`config.mk`:
```
export PLATFORM = sky130hd
export DESIGN_NAME = dds_wave_gen
export DESIGN_NICKNAME = d
export VERILOG_FILES = /design/src/rtl/dds_wave_gen.sv
export SDC_FILE = /design/constraint.sdc
export NUM_CORES = 1
export LEC_CHECK = 0
export CORE_UTILIZATION = 39
export CTS_BUF_LIST = sky130_fd_sc_hd__clkbuf_4 sky130_fd_sc_hd__clkbuf_8
export DETAILED_ROUTE_END_ITERATION = 8
export SETUP_SLACK_MARGIN = 0.15
export SYNTH_ARGS = -nofsm -noshare
export SYNTH_HDL_FRONTEND = slang
export SYNTH_SLANG_ARGS = --single-unit
export TNS_END_PERCENT = 20
```
`constraint.sdc`:
```
create_clock -name clk -period 9.7 [get_ports clk]
set_input_delay 0.97 -clock clk [delete_from_list [all_inputs] [get_ports clk]]
set_output_delay 0.97 -clock clk [all_outputs]
set_load 0.01 [all_outputs]
```
`src/rtl/dds_wave_gen.sv`:
```
// dds_wave_gen: DDS test-signal source for the DSO loopback DAC.
// A phase accumulator drives a sine/square/triangle/saw shaper, followed by
// amplitude scaling, signed offset around midscale and saturation to 8 bits.
// New settings are held in shadow registers and switched in at a phase wrap
// so that a measured period is never built from two configurations.
module dds_wave_gen #(
   parameter int                 PHASE_W       = 32,
   parameter logic [PHASE_W-1:0] RST_FREQ_WORD = '0
) (
   input  logic               clk,
   input  logic               rstn,
   input  logic               run,
   input  logic               cfg_valid,
   output logic               cfg_ready,
   input  logic [PHASE_W-1:0] cfg_freq_word,
   input  logic [1:0]         cfg_wave,
   input  logic [7:0]         cfg_amp,
   input  logic [7:0]         cfg_offset,
   output logic [7:0]         da_data,
   output logic               da_sync,
   output logic               cfg_pending
);

   localparam logic [1:0] WAVE_SINE   = 2'd0;
   localparam logic [1:0] WAVE_SQUARE = 2'd1;
   localparam logic [1:0] WAVE_TRI    = 2'd2;
   localparam logic [1:0] WAVE_SAW    = 2'd3;

   // Quarter-wave sine, sampled at odd half-steps so the table is symmetric about 90 degrees
   localparam logic [6:0] SIN_Q [0:63] = '{
      7'd2,   7'd5,   7'd8,   7'd11,  7'd14,  7'd17,  7'd20,  7'd23,
      7'd26,  7'd29,  7'd32,  7'd35,  7'd38,  7'd41,  7'd44,  7'd47,
      7'd50,  7'd53,  7'd56,  7'd58,  7'd61,  7'd64,  7'd67,  7'd69,
      7'd72,  7'd74,  7'd77,  7'd79,  7'd82,  7'd84,  7'd86,  7'd89,
      7'd91,  7'd93,  7'd95,  7'd97,  7'd99,  7'd101, 7'd103, 7'd105,
      7'd106, 7'd108, 7'd110, 7'd111, 7'd113, 7'd114, 7'd115, 7'd117,
      7'd118, 7'd119, 7'd120, 7'd121, 7'd122, 7'd123, 7'd124, 7'd124,
      7'd125, 7'd125, 7'd126, 7'd126, 7'd127, 7'd127, 7'd127, 7'd127
   };

   typedef enum logic {CFG_IDLE, CFG_PEND} cfg_state_t;

   cfg_state_t         state, state_nxt;
   logic               capture, apply, apply_ok;

   logic [PHASE_W-1:0] sh_freq;
   logic [1:0]         sh_wave;
   logic [7:0]         sh_amp, sh_off;

   logic [PHASE_W-1:0] acc, freq_act;
   logic [1:0]         wave_act;
   logic [7:0]         amp_act, off_act;
   logic [PHASE_W:0]   sum;
   logic               wrap_now, wrap_r;

   logic [7:0]         phase8, raw;
   logic [5:0]         sin_idx;
   logic [6:0]         tri_t, sin_m;

   logic [7:0]         r1, amp1, off1;
   logic               wrap1;
   logic signed [15:0] prod, prod2;
   logic [7:0]         off2;
   logic               wrap2;
   logic [9:0]         s10, y10;
   logic [7:0]         y_sat;

   // The carry out of the phase add marks the start of a new output period
   assign sum      = {1'b0, acc} + {1'b0, freq_act};
   assign wrap_now = run & sum[PHASE_W];

   // A stopped or zero-frequency generator never wraps, so apply at once instead of waiting
   assign apply_ok = ~run | (freq_act == '0) | wrap_now;

   // Config handshake state register
   always_ff @(posedge clk or negedge rstn) begin
      if (!rstn) state <= CFG_IDLE;
      else       state <= state_nxt;
   end

   // Handshake next-state and outputs: idle accepts, pending waits for the apply point
   always_comb begin
      state_nxt   = state;
      cfg_ready   = 1'b0;
      cfg_pending = 1'b0;
      capture     = 1'b0;
      apply       = 1'b0;
      case (state)
         CFG_IDLE: begin
            cfg_ready = 1'b1;
            if (cfg_valid) begin
               capture   = 1'b1;
               state_nxt = CFG_PEND;
            end
         end
         CFG_PEND: begin
            cfg_pending = 1'b1;
            if (apply_ok) begin
               apply     = 1'b1;
               state_nxt = CFG_IDLE;
            end
         end
         default: state_nxt = CFG_IDLE;
      endcase
   end

   // Shadow registers hold an accepted configuration until its apply point
   always_ff @(posedge clk or negedge rstn) begin
      if (!rstn) begin
         sh_freq <= '0;
         sh_wave <= WAVE_SINE;
         sh_amp  <= '0;
         sh_off  <= '0;
      end else if (capture) begin
         sh_freq <= cfg_freq_word;
         sh_wave <= cfg_wave;
         sh_amp  <= cfg_amp;
         sh_off  <= cfg_offset;
      end
   end

   // Phase accumulator and active config; a wrap-time apply pairs the post-wrap phase with the new settings
   always_ff @(posedge clk or negedge rstn) begin
      if (!rstn) begin
         acc      <= '0;
         wrap_r   <= 1'b0;
         freq_act <= RST_FREQ_WORD;
         wave_act <= WAVE_SINE;
         amp_act  <= '0;
         off_act  <= '0;
      end else begin
         if (run) acc <= sum[PHASE_W-1:0];
         wrap_r <= wrap_now;
         if (apply) begin
            freq_act <= sh_freq;
            wave_act <= sh_wave;
            amp_act  <= sh_amp;
            off_act  <= sh_off;
         end
      end
   end

   // Waveform shaper from the top 8 phase bits, raw sample in two's complement
   always_comb begin
      phase8  = acc[PHASE_W-1 -: 8];
      tri_t   = phase8[7] ? ~phase8[6:0] : phase8[6:0];
      sin_idx = phase8[6] ? ~phase8[5:0] : phase8[5:0];
      sin_m   = SIN_Q[sin_idx];
      raw     = 8'd0;
      case (wave_act)
         WAVE_SINE:   raw = phase8[7] ? (8'd0 - {1'b0, sin_m}) : {1'b0, sin_m};
         WAVE_SQUARE: raw = phase8[7] ? 8'h81 : 8'h7F;
         WAVE_TRI:    raw = {tri_t, 1'b0} - 8'd127;
         WAVE_SAW:    raw = phase8 ^ 8'h80;
         default:     raw = 8'd0;
      endcase
   end

   // Stage 1: raw sample, with the gain/offset/sync that belong to it
   always_ff @(posedge clk or negedge rstn) begin
      if (!rstn) begin
         r1    <= '0;
         amp1  <= '0;
         off1  <= '0;
         wrap1 <= 1'b0;
      end else begin
         r1    <= raw;
         amp1  <= amp_act;
         off1  <= off_act;
         wrap1 <= wrap_r;
      end
   end

   assign prod = $signed({{8{r1[7]}}, r1}) * $signed({8'b0, amp1});

   // Stage 2: signed sample times unsigned gain
   always_ff @(posedge clk or negedge rstn) begin
      if (!rstn) begin
         prod2 <= '0;
         off2  <= '0;
         wrap2 <= 1'b0;
      end else begin
         prod2 <= prod;
         off2  <= off1;
         wrap2 <= wrap1;
      end
   end

   // Floor-divide by 256, add offset around midscale, clamp to the DAC range
   always_comb begin
      s10   = 10'(prod2 >>> 8);
      y10   = s10 + {{2{off2[7]}}, off2} + 10'd128;
      y_sat = y10[9] ? 8'd0 : (y10[8] ? 8'd255 : y10[7:0]);
   end

   // Stage 3: registered DAC sample and period marker
   always_ff @(posedge clk or negedge rstn) begin
      if (!rstn) begin
         da_data <= 8'd128;
         da_sync <= 1'b0;
      end else begin
         da_data <= y_sat;
         da_sync <= wrap2;
      end
   end

endmodule

```
==> impl_results.md, run 1 <==
- Hold-fix buffers, CTS: 0
- Syn nets: 1362
- Critical path arrival: 4930 ps
- ANT cells: 0
- DR vias/cell: 5.38
- Clk_lat worst skew: between 400 and 500 ps
- Final ANT Viol Nets: 0
- Met3 wire len: about 670 um
- Layout Skew: approximately 16 ps
- Top FF cell, synth: dfrtp_1
- Average wire per standard cell: 16.4 um
- Hold Path Class: register to register
- Outcome: complete, no violations
- Synth warn: 0
- First-pass GRT wire length: ~46 mm
- Final period utilization: 47.0%
- Synth area leaders: dfrtp_1, ha_1, mux2_2
- DP HPWL: 18.7 mm
- Post-synth cell types: 78
- Unrepaired setup endpoints after global routing: no
- Met2 WL post-DR: 12.9 mm
- CTS Sinks: 185
- Ports: 65
- Iter 0 DRT Violations: between 500 and 600
- Layout cell share with drive strength beyond 1: 11.5%
- Height of the die: 180 um
- # port buffers: 64
- Kind of critical path: register to register
- Area Overhead vs Synth: 10.3%
- Seq/Total Area, Yosys: ~37%
- Startpoint types: register
- First drt pass iteration count: 5
- Vias: 8737
- GRT Overall Usage: 17.4%
- Vias in the first global route: 9070
- Core box area: 0.0309 sq mm
- DIE WIDTH: 180 um
- H-tree depth: 4
- Met1 WL: approximately 13 mm
- Total wire length: 26.6 mm
- CTS tree: yes
- Avg Cell Area, Syn: 10.5 sq um
- Root Driver: clkbuf_8
- TNS Setup: 0 ps
- Die area: 0.0325 sq mm
- Yosys reg bits: 185
- Highest metal layer with signal wires: met4
- Total Nets Final: 1398
- CP Capture Type: register
- Worst-path fanout max: 6
- Clock Path Buffers: 2
- Fin. Hold Viols: 0
- Final Setup Violations: 0
- Largest area contributor in the synthesized netlist: dfrtp_1
- Commonest non-fill, non-tap cell in the layout: dfrtp_1
- Row cnt: 64
- Cell area after synthesis: 0.0124 sq mm
- GP Congestion: 0.868
- Worst Tran Pin Value: 1160 ps
- Maximum clock rate: between 200 and 250 MHz
- Post-CTS sizing: 0
- Synth async-reset ratio: 100%
- Antenna violations before repair: 0
- # DRC: 0
- Setup bufs post-CTS: 0
- Tmin final: 4560 ps
- Max-Slew Margin vs Limit: about 23%
- Starting density of the core: around 40%
- Largest net degree at the start of global routing: ~110
- Yosys top cell area share: 37.2%
- Worst-path clk slew: about 110 ps
- GRT overflow: 0
- Post-synth EDFFs: 0
- Final Max Slew Viols: 0
- Commonest cells after routing, fill and taps aside: dfrtp_1, ha_1, and2_1
- Number of max-cap violations: 0
- Inserted Clock Buffers: 17
- CP Data Required Time: 10070 ps
- Synthesized instance count: ~1200
## synth_stat cells, types with 7 or more instances
cell type,number
xnor2_1,34
o21ai_0,33
dfrtp_1,184
nor4_1,8
o21a_1,11
a31oi_1,13
and3_1,11
inv_1,73
a211o_1,52
and2_1,90
a211oi_1,11
buf_1,7
a21o_1,25
nand2b_1,8
nand2_1,58
o21bai_1,10
buf_2,9
nor2_1,47
mux2_2,75
a21boi_1,50
nor3_1,9
a21oi_1,65
ha_1,93
clkbuf_1,23
nor2b_1,10
fa_1,37
nand3_1,10
xor2_1,20
## area by class of cell
class	instances	area (sq um)
fill	2968	17200
multi-input combinational	866	7160
sequential	185	4630
timing repair buffer	70	689
tap	396	495
inverter	74	278
clock buffer	19	255
clock inverter	13	158
## routing by layer
metal	global-route usage, %	up-vias
met5	0	-
met1	23.4	4319
met2	29.4	121
met4	4.27	0
li1	-	4274
met3	2.49	23
## worst paths after layout
check                       from         end  slack, ps  cells after the start
setup / recovery           r1[7]   prod2[14]       5140                     14
hold / removal             wrap1       wrap2        350                      0
setup reg to reg           r1[7]   prod2[14]       5140                     14
hold reg to reg            wrap1       wrap2        350                      0
max in group asynchronous   rstn       r1[7]       7570                      2
min in group asynchronous   rstn  sh_freq[6]        590                      1
## registers in the layout, indices dropped and copies added (netlist names)
register  flops
acc          32
freq_act     32
sh_freq      32
amp1          8
amp_act       8
da_data       8
off1          8
off2          8
off_act       8
prod2         8
r1            8
sh_amp        8
sh_off        8
sh_wave       2
wave_act      2
da_sync       1
state         1
wrap1         1
wrap2         1
wrap_r        1
## per-stage QoR
| stage | setup WS [ps] | instances | hold WS, ps | area, sq um | utilization (%) |
|---|---|---|---|---|---|
| after detailed placement | 5130 | 1591 | 336 | 13300 | 42.9 |
| final | 5140 | 1623 | 347 | 13700 | 44.2 |
| after global routing | 4850 | 1623 | 358 | 13700 | 44.2 |
| after floorplan | 5440 | 1178 | 331 | 12400 | - |
| after CTS | 5120 | 1623 | 345 | 13700 | 44.2 |
| after global placement | 5220 | 1591 | 333 | 13300 | 42.9 |
## kinds of logic after synthesis
family / synth area share (%)
compound gates: 18.7
fa+ha+maj: 15.4
mux: 7.22
xor+xnor: 4.57
buf+inv: 4.91
simple gates: 11.8
flops: 37.4
## worst max-delay path, stage by stage (launching register included)
cell and delay [ps]:
dfrtp_1 450, inv_1 230, nor2_1 110, fa_1 520
fa_1 520, fa_1 550, inv_1 60, fa_1 520
inv_1 40, ha_1 310, or3_1 370, o221a_2 170
a211oi_1 330, o21bai_1 120, xor2_1 150
Power of run 1 is left out: the tool's default activity adds up to more than one toggle a clock period on the data nets, which glitch-free logic cannot reach.
==> inputs of run 2 (changes only) <==
==> constraint.sdc (replaced) <==
create_clock -name clk -period 4.4 [get_ports clk]
set_input_delay 0.44 -clock clk [delete_from_list [all_inputs] [get_ports clk]]
set_output_delay 0.44 -clock clk [all_outputs]
set_load 0.01 [all_outputs]
==> run 2 against run 1 <==
  * Register-to-register slack got worse by 4900 ps
  * Wire length is 0.41% lower
  * Non-clock buffer count is 28 higher
  * Final cell count up 1.7%
  * Final area is 2.7% higher
  * Maximum frequency increased by 11%
  * Core utilization rose by 1.2 points
  * Critical path depth is 1 higher
  * Hold slack improved by 9.4 ps
  * Setup slack got worse by 4900 ps
  * Clock skew is 3.4 ps higher
  * Clock-buffer cell count is 2 higher
  * Critical endpoint unchanged
  * Largest cell class unchanged
  * Highest routed layer unchanged
==> impl_results.md, run 2 (synthesis gave the netlist of run 1 again) <==
- Final period utilization: 93.6%
- CTS Sinks: 185
- # DRC: 0
- Die area: 0.0325 sq mm
- Average wire per standard cell: 16.0 um
- Clk_lat worst skew: 490 ps
- Critical path arrival: 4490 ps
- Vias in the first global route: 8929
- Worst-path fanout max: 4
- CP Capture Type: register
- Commonest non-fill, non-tap cell in the layout: dfrtp_1
- Pre-CTS setup slack: 78.4 ps
- GP Congestion: 0.839
- First-pass GRT wire length: 45.2 mm
- Total wire length: 26.5 mm
- Crit path cell chain: buf_12 -> nand2_1 -> fa_2 -> fa_1 -> inv_1 -> fa_1 -> inv_1 -> fa_1 -> inv_1 -> ha_4 -> or3_4 -> o221a_4 -> a211oi_4 -> o21bai_1 -> xor2_1
- Clock Path Buffers: 2
- DIE WIDTH: ~180 um
- Filler cells: 2939
- Kind of critical path: register to register
- Largest net degree at the start of global routing: between 100 and 150
- Total Nets Final: approximately 1400
- Number of max-cap violations: 0
- CP max stage delay: about 540 ps
- Regs by FF count: acc x32, freq_act x32, sh_freq x32
- GRT Overall Usage: 17.1%
- Area Overhead vs Synth: 13.3%
- Hold EP: da_sync
- First drt pass iteration count: 5
- Final Max Slew Viols: 0
- Hold_sp: wrap2
- Finished Cell Area: 0.0140 sq mm
- Worst flop-to-flop path endpoint: prod2[14]
- TNS Setup: 0 ps
- Setup WS post-layout: around 280 ps
- Dpl cell area: between 0.01 and 0.015 sq mm
- CTS tree: yes
- Hold depth: 0
- Worst R2R Path Depth: 15
- # port buffers: 64
- Final Setup Violations: 0
- Core box area: 0.0309 sq mm
- Row cnt: 64
- Reg-to-reg startpoint: r1[4]
- DR vias/cell: 5.36
- Ports: 65
- Max-Slew Margin vs Limit: 46.3%
- Unrepaired setup endpoints after global routing: yes
- Vias: 8844
- Worst-path clk slew: 100 ps
- Layout Skew: 19.4 ps
- Tmin final: around 4100 ps
- Iter 0 DRT Violations: around 500
- R2R Setup Slk: roughly 280 ps
- DP HPWL: 18.9 mm
- Commonest cells after routing, fill and taps aside: dfrtp_1, ha_1, and2_1
- CP Data Required Time: between 4000 and 5000 ps
- GRT overflow: 0
- Starting density of the core: between 40% and 50%
- Startpoint types: register
- Root Driver: clkbuf_8
- Final ANT Viol Nets: 0
- H-tree depth: 4
- Fin. Hold Viols: 0
- Worst Tran Pin Value: 806 ps
- Outcome: complete, no violations
- Critical-path top delay cell: fa_1
- Antenna violations before repair: 0
- Worst Hold Slack: 356 ps
- Layout cell share with drive strength beyond 1: 15.5%
- Hold Path Class: register to register
- Maximum clock rate: between 200 and 250 MHz
- Height of the die: 180 um
- ANT cells: 0
- Inserted Clock Buffers: 17
run 2: cell type report:
| cell class | instances | area, sq um | area share, % |
|---|---|---|---|
| clock buffers | 21 | 283 | 2.02 |
| clock inverters | 11 | 155 | 1.11 |
| inverters | 74 | 278 | 1.98 |
| multi-input cells | 866 | 7220 | 51.5 |
| flip-flops and latches | 185 | 4650 | 33.1 |
| well taps | 396 | 495 | 3.53 |
| repair buffers | 98 | 952 | 6.79 |
run 2: per-stage QoR:
| step | std cells | util [%] |
|---|---|---|
| 2_1_floorplan | 1178 | - |
| 3_3_place_gp | 1600 | 43.2 |
| 3_5_place_dp | 1600 | 43.2 |
| 4_1_cts | 1645 | 45.1 |
| 5_1_grt | 1651 | 45.4 |
| 6_report | 1651 | 45.4 |
run 2: routing by layer:
metal	global-route usage, %	vias up	share of wire [%]
li1	-	4313	-
met1	22.9	4343	48
met2	28.7	164	48
met3	2.65	24	2.7
met4	4.41	0	1.2
met5	0	-	0
run 2: worst max path at each step:
stage	from	endpoint	slack [ps]	cells past startpoint
after global routing	r1[4]	prod2[14]	130	15
after floorplan	r1[7]	prod2[14]	220	14
after CTS	amp1[3]	prod2[14]	150	13
after detailed placement	r1[7]	prod2[14]	80	14
final	r1[4]	prod2[14]	280	15
after global placement	amp1[2]	prod2[14]	130	13
run 2: critical path: cells and delay by family (launching register included):
kind,cells,cell delay [ps]
AND/OR/NAND/NOR,2,440
flip-flops,1,430
AO/OA/AOI/OAI,3,470
adder cells (fa/ha/maj),5,2220
XOR/XNOR,1,150
buffers and inverters,4,290
run 2: what timing repair did:
action                     CTS  global route
hold endpoints to repair    68             0
pin swaps                    8            13
setup buffers               12             6
setup endpoints to repair    2             4
gates cloned                 0             0
hold buffers                 1             0
gates resized for setup     15            12
Power of run 2 is left out for the same reason.
==> inputs of run 3 (changes only) <==
--- a/config.mk
+++ b/config.mk
@@ -8,6 +8,7 @@
 export CORE_UTILIZATION = 39
 export CTS_BUF_LIST = sky130_fd_sc_hd__clkbuf_4 sky130_fd_sc_hd__clkbuf_8
 export DETAILED_ROUTE_END_ITERATION = 8
+export HOLD_SLACK_MARGIN = 0.02
 export SETUP_SLACK_MARGIN = 0.15
 export SYNTH_ARGS = -nofsm -noshare
 export SYNTH_HDL_FRONTEND = slang
==> results of run 3 <==
The final DEF is identical to that of run 2; final timing and power are the same.
Power of run 3 is left out for the same reason.
